**config.mk**
```make
export PLATFORM = sky130hd
export DESIGN_NAME = histeq_pipe_sequencer
export DESIGN_NICKNAME = d
export VERILOG_FILES = /design/src/rtl/histeq_pipe_sequencer.sv
export SDC_FILE = /design/constraint.sdc
export NUM_CORES = 1
export LEC_CHECK = 0
export ABC_AREA = 1
export CAP_MARGIN = 20
export CORE_UTILIZATION = 55
export DETAILED_ROUTE_END_ITERATION = 16
export PLACE_DENSITY = 0.76
export RECOVER_POWER = 25
export SLEW_MARGIN = 20
export SYNTH_ARGS = -nofsm -noshare
export SYNTH_HDL_FRONTEND = slang
export SYNTH_SLANG_ARGS = --single-unit
```
**constraint.sdc**
```tcl
create_clock -name clock -period 5 [get_ports clock]
set_input_delay 1 -clock clock [delete_from_list [all_inputs] [get_ports clock]]
set_output_delay 1 -clock clock [all_outputs]
set_load 0.05 [all_outputs]
```
**src/rtl/histeq_pipe_sequencer.sv**
```systemverilog
// Wave-based sequencer for a chain of frame-processing stages (histogram, equalize, output).
// Each wave initialises, runs and retires the stages that hold a frame in that wave.
module histeq_pipe_sequencer #(
  parameter int NUM_STAGES = 3,
  parameter int FRAME_W    = 8,
  parameter int WDOG_W     = 20
) (
  input  logic                    clock,
  input  logic                    reset,
  input  logic                    StartSignal,
  input  logic [FRAME_W-1:0]      NumFrames,
  input  logic [NUM_STAGES-1:0]   StageFlag,
  output logic [2*NUM_STAGES-1:0] StageControl,
  output logic [1:0]              GlobalFlag,
  output logic [FRAME_W-1:0]      FrameCount
);

  localparam logic [2:0] S_IDLE    = 3'd0;
  localparam logic [2:0] S_INIT    = 3'd1;
  localparam logic [2:0] S_RUN     = 3'd2;
  localparam logic [2:0] S_ADVANCE = 3'd3;
  localparam logic [2:0] S_DONE    = 3'd4;
  localparam logic [2:0] S_ERROR   = 3'd5;

  localparam int WAVE_W = FRAME_W + 1;
  // One spare bit so s + NumFrames cannot overflow in the activity compare.
  localparam int CMP_W  = WAVE_W + 1;

  logic [2:0]            state_q, state_d;
  logic [WAVE_W-1:0]     wave_q, wave_d;
  logic [FRAME_W-1:0]    nframes_q, nframes_d;
  logic [NUM_STAGES-1:0] sticky_q, sticky_d;
  logic [WDOG_W-1:0]     wdog_q, wdog_d;
  logic [FRAME_W-1:0]    frame_cnt_q, frame_cnt_d;
  logic                  start_prev_q;

  logic [NUM_STAGES-1:0] active;
  logic [CMP_W-1:0]      wave_ext;
  logic [CMP_W-1:0]      last_wave;
  logic                  start_edge;

  assign wave_ext   = {1'b0, wave_q};
  assign last_wave  = CMP_W'(nframes_q) + CMP_W'(NUM_STAGES - 1) - CMP_W'(1);
  assign start_edge = StartSignal & ~start_prev_q;

  // Stage s holds frame (wave - s) while s <= wave < s + NumFrames.
  always_comb begin
    active = '0;
    for (int s = 0; s < NUM_STAGES; s++) begin
      active[s] = (wave_ext >= CMP_W'(s)) &&
                  (wave_ext < (CMP_W'(s) + CMP_W'(nframes_q)));
    end
  end

  // NOTE: every combinational output gets a default first so no path leaves it unassigned (no latch).
  always_comb begin
    state_d     = state_q;
    wave_d      = wave_q;
    nframes_d   = nframes_q;
    sticky_d    = sticky_q;
    wdog_d      = wdog_q;
    frame_cnt_d = frame_cnt_q;
    case (state_q)
      S_IDLE, S_DONE: begin
        if (start_edge) begin
          nframes_d   = NumFrames;
          wave_d      = '0;
          frame_cnt_d = '0;
          sticky_d    = '0;
          state_d     = (NumFrames == '0) ? S_DONE : S_INIT;
        end
      end
      S_INIT: begin
        sticky_d = '0;
        wdog_d   = '0;
        state_d  = S_RUN;
      end
      S_RUN: begin
        sticky_d = sticky_q | (StageFlag & active);
        wdog_d   = wdog_q + WDOG_W'(1);
        if ((sticky_d & active) == active) begin
          state_d = S_ADVANCE;
        end else if (wdog_d == '1) begin
          state_d = S_ERROR;
        end
      end
      S_ADVANCE: begin
        sticky_d = '0;
        if (active[NUM_STAGES-1]) begin
          frame_cnt_d = frame_cnt_q + FRAME_W'(1);
        end
        wave_d  = wave_q + WAVE_W'(1);
        state_d = (wave_ext == last_wave) ? S_DONE : S_INIT;
      end
      S_ERROR: state_d = S_ERROR;
      default: state_d = S_IDLE;
    endcase
  end

  // NOTE: sequential state uses non-blocking assignments only; reset is synchronous and wins over everything.
  always_ff @(posedge clock) begin
    if (reset) begin
      state_q      <= S_IDLE;
      wave_q       <= '0;
      nframes_q    <= '0;
      sticky_q     <= '0;
      wdog_q       <= '0;
      frame_cnt_q  <= '0;
      start_prev_q <= 1'b0;
    end else begin
      state_q      <= state_d;
      wave_q       <= wave_d;
      nframes_q    <= nframes_d;
      sticky_q     <= sticky_d;
      wdog_q       <= wdog_d;
      frame_cnt_q  <= frame_cnt_d;
      start_prev_q <= StartSignal;
    end
  end

  // Outputs decode registered state only; no input reaches an output combinationally.
  always_comb begin
    StageControl = '0;
    for (int s = 0; s < NUM_STAGES; s++) begin
      if (active[s] && state_q == S_INIT) begin
        StageControl[2*s +: 2] = 2'b01;
      end else if (active[s] && state_q == S_RUN) begin
        StageControl[2*s +: 2] = 2'b10;
      end
    end
  end

  always_comb begin
    case (state_q)
      S_INIT, S_RUN, S_ADVANCE: GlobalFlag = 2'b01;
      S_DONE:                   GlobalFlag = 2'b10;
      S_ERROR:                  GlobalFlag = 2'b11;
      default:                  GlobalFlag = 2'b00;
    endcase
  end

  assign FrameCount = frame_cnt_q;

endmodule

```
==> flow_summary.yaml <==
floorplanning:
  fp-row-count: 31
  ioPinCount: 30
  fp.dieW_um: 88.13
  die_y_um: 88.13
  start_util_pct: 56.56
  die_area_um2: 7767
  coreArea_um2: 7214
timing:
  finalHoldViolations: 0
  setup_violations: 0
  whs_ns: 0.4783
  post-route-period-util_pct: 88.85
  rsz0062_at_grt: "false"
  fin_skew_ns: 0.006525
  slew-limit-headroom_pct: 1.539
  finalCriticalPeriod_ns: 4.443
  worstMarginPinSlew_ns: 1.477
  fin_setup_tns_ns: 0
  timing.fmax_ghz: 0.2251
  maxSlewViolCount: 0
logic_synthesis:
  postSynthAreaPerCell_um2: 6.316
  synth_area_leader_cell: "dfxtp_1"
  synth_top_area_share_pct: 25.51
  synth_cell_type_count: 38
  ys_seq_area_share_pct: 25.51
  syn-num-nets: 695
  yosys-top-cells-area: "dfxtp_1 26%, nand2_1 16%, ha_1 11%"
  syn_inst: 646
  ys_ff_latch: 52
  yosysWarnings: 0
  synth_area_um2: 4080
clocking:
  cts_num_sinks: 52
  cts-htree-levels: 2
  clk-insertion-delay-late_ns: 0.32
  cts_buffers: 5
  cts_resized: 0
  cts_setup_buffers: 0
  ctsHoldBuffers: 0
  clk_pin_slew_ns: 0.11
  cts_tree: "built"
  cts_buffer_depth: 2
  cts-root-buf: "clkbuf_8"
worst_setup_path:
  crit_start: "nframes_q[1]$_SDFFE_PP0P_"
  crit_path_end_kind: "output port"
  max_stage_delay_ns: 0.81
  cp_top_family: "buffers and inverters"
  rr_startpoint: "nframes_q[1]$_SDFFE_PP0P_"
  worst_ep_required_time_ns: 4.00
  cp.buffers_inverters: 2
  crit_chain: "ha_1 > nand3_1 > nor3_1 > xor2_1 > ha_1 > a21oi_1 > o21a_1 > nand3_1 > nor2_1 > inv_1 > nor2_1 > clkdlybuf4s50_1"
  cp_max_fo: 8
  arrival_ns: 3.44
  crit_path_top_delay_cell: "clkdlybuf4s50_1"
  setup.worst_path.start_class: "flip-flop"
  crit_type: "flip-flop to output port"
global_routing:
  grt_first_pass_wirelength_um: 17300
  grt_pass1_vias: 3895
  grt-ovfl-total: 0
  antenna_found_initial: 0
  grt_usage_pct: 28.26
  grt_start_max_net_pins: 32
drt:
  drtIter0Drc: 288
  drt-met1-wl_um: 4574
  drc: 0
  routed_wl_um: 10200
  drt-pass1-iter-count: 5
  wl_per_cell_um: 13.19
  via_per_inst: 5.402
  num_vias: 4176
  met2RoutedLength_um: 4967
  wl_met3_um: 371
  top_layer: "met4"
  ant_nets: 0
power:
  power_density_nw_per_um2: 307.2
  p_leak_nw: 1.819
  vdd_drop_max_uv: 167.5
final_layout:
  final_layout_size_suffix_gt1_share_pct: 7.418
  nets: 722
  syn_to_final_growth_pct: 11.44
  fin_cells: 773
  diodes: 0
  fin_area_um2: 4547
  fillers: 694
  utilization_pct: 63.02
placed_design:
  routabilityCongestion: 0.8859
  place_inst: 765
  post-dp-hpwl_um: 7955
  portBuffers: 29
  dpl-instance-area_um2: 4454
run:
  max_cap_violations: 0
min_path:
  hp-class: "flip-flop to flip-flop"
  hp-start: "sticky_q[0]$_SDFFE_PP0P_"
run_status:
  status: "complete, no violations"
cell type report:
cell class / instances / area [um^2] / share of cell area [%]
well taps: 99 / 123.9 / 2.724
repair buffers: 31 / 301.5 / 6.632
clock inverters: 3 / 27.53 / 0.6054
clock buffers: 5 / 68.82 / 1.513
multi-input cells: 509 / 2706 / 59.52
flip-flops and latches: 52 / 1041 / 22.89
inverters: 74 / 277.8 / 6.109
worst paths after layout:
| path | endpoint | slack [ns] | depth (start not counted) |
|---|---|---|---|
| max | StageControl[2] | 0.56 | 12 |
| min | sticky_q[0]$_SDFFE_PP0P_ | 0.48 | 2 |
| max reg2reg | state_q[0]$_SDFFE_PP0P_ | 2.14 | 16 |
| min reg2reg | sticky_q[0]$_SDFFE_PP0P_ | 0.48 | 2 |
flip-flops by register name, indices dropped and copies added, names as in the netlist:
| name | cells |
|---|---|
| wave_q | 9 |
| sticky_q | 3 |
| wdog_q | 20 |
| nframes_q | 8 |
| start_prev_q | 1 |
| state_q | 3 |
| FrameCount | 8 |
power breakdown:
group          switching, W  internal [W]
Sequential        0.0000566      0.000449
Combinational      0.000439      0.000190
Clock              0.000158      0.000103
Yosys cell counts, drive strengths merged:
cell	number
a211oi	2
a21oi	60
and2	1
and3	1
buf	3
clkbuf	8
clkinv	1
dfxtp	52
ha	35
inv	73
nand2	180
nand3	68
nand3b	2
nand4	9
nor2	78
nor3	12
nor3b	1
nor4	3
o211a	1
o21a	2
o21ai	31
o21bai	5
o22ai	2
or2	3
xnor2	4
xor2	9
per-stage QoR:
step	total power (W)	setup WS [ns]
after CTS	0.001402	0.5463
after global routing	0.001509	0.3288
after floorplan	0.0009731	1.451
after global placement	0.001124	1.008
final	0.001397	0.5574
after detailed placement	0.001140	0.9158
tightest hold or removal path: cells and delay by family, from the launching register on:
family             cells  cell delay (ns)
AOI/OAI and AO/OA      1             0.06
DFF                    1             0.32
and+or+nand+nor        1             0.06
routing by layer:
layer	up-vias	GRT usage, %
met5	-	0
met4	0	9.824
met3	23	4.241
met2	84	50.39
met1	1898	34.56
li1	2171	-
cells in the final DEF (no fill, tap or decap), types with 8 or more instances in the layout:
cell	instances
inv_1	65
clkdlybuf4s50_1	28
a21oi_1	60
nand2_1	171
nand2_2	8
nor2_2	11
nand4_1	9
inv_2	8
o21ai_0	28
xor2_1	9
dfxtp_1	52
nand3_1	65
nor2_1	63
nor3_1	12
ha_1	35
kinds of logic after synthesis:
family | after synthesis | synth area share [%]
xor gates and xnor gates | 13 | 2.791
DFF | 52 | 25.51
AOI/OAI and AO/OA | 103 | 13.65
buffers and inverters | 85 | 8.157
adders and majority gates | 35 | 10.73
and+or+nand+nor | 358 | 39.16
Power figures use the tool's default switching activity.
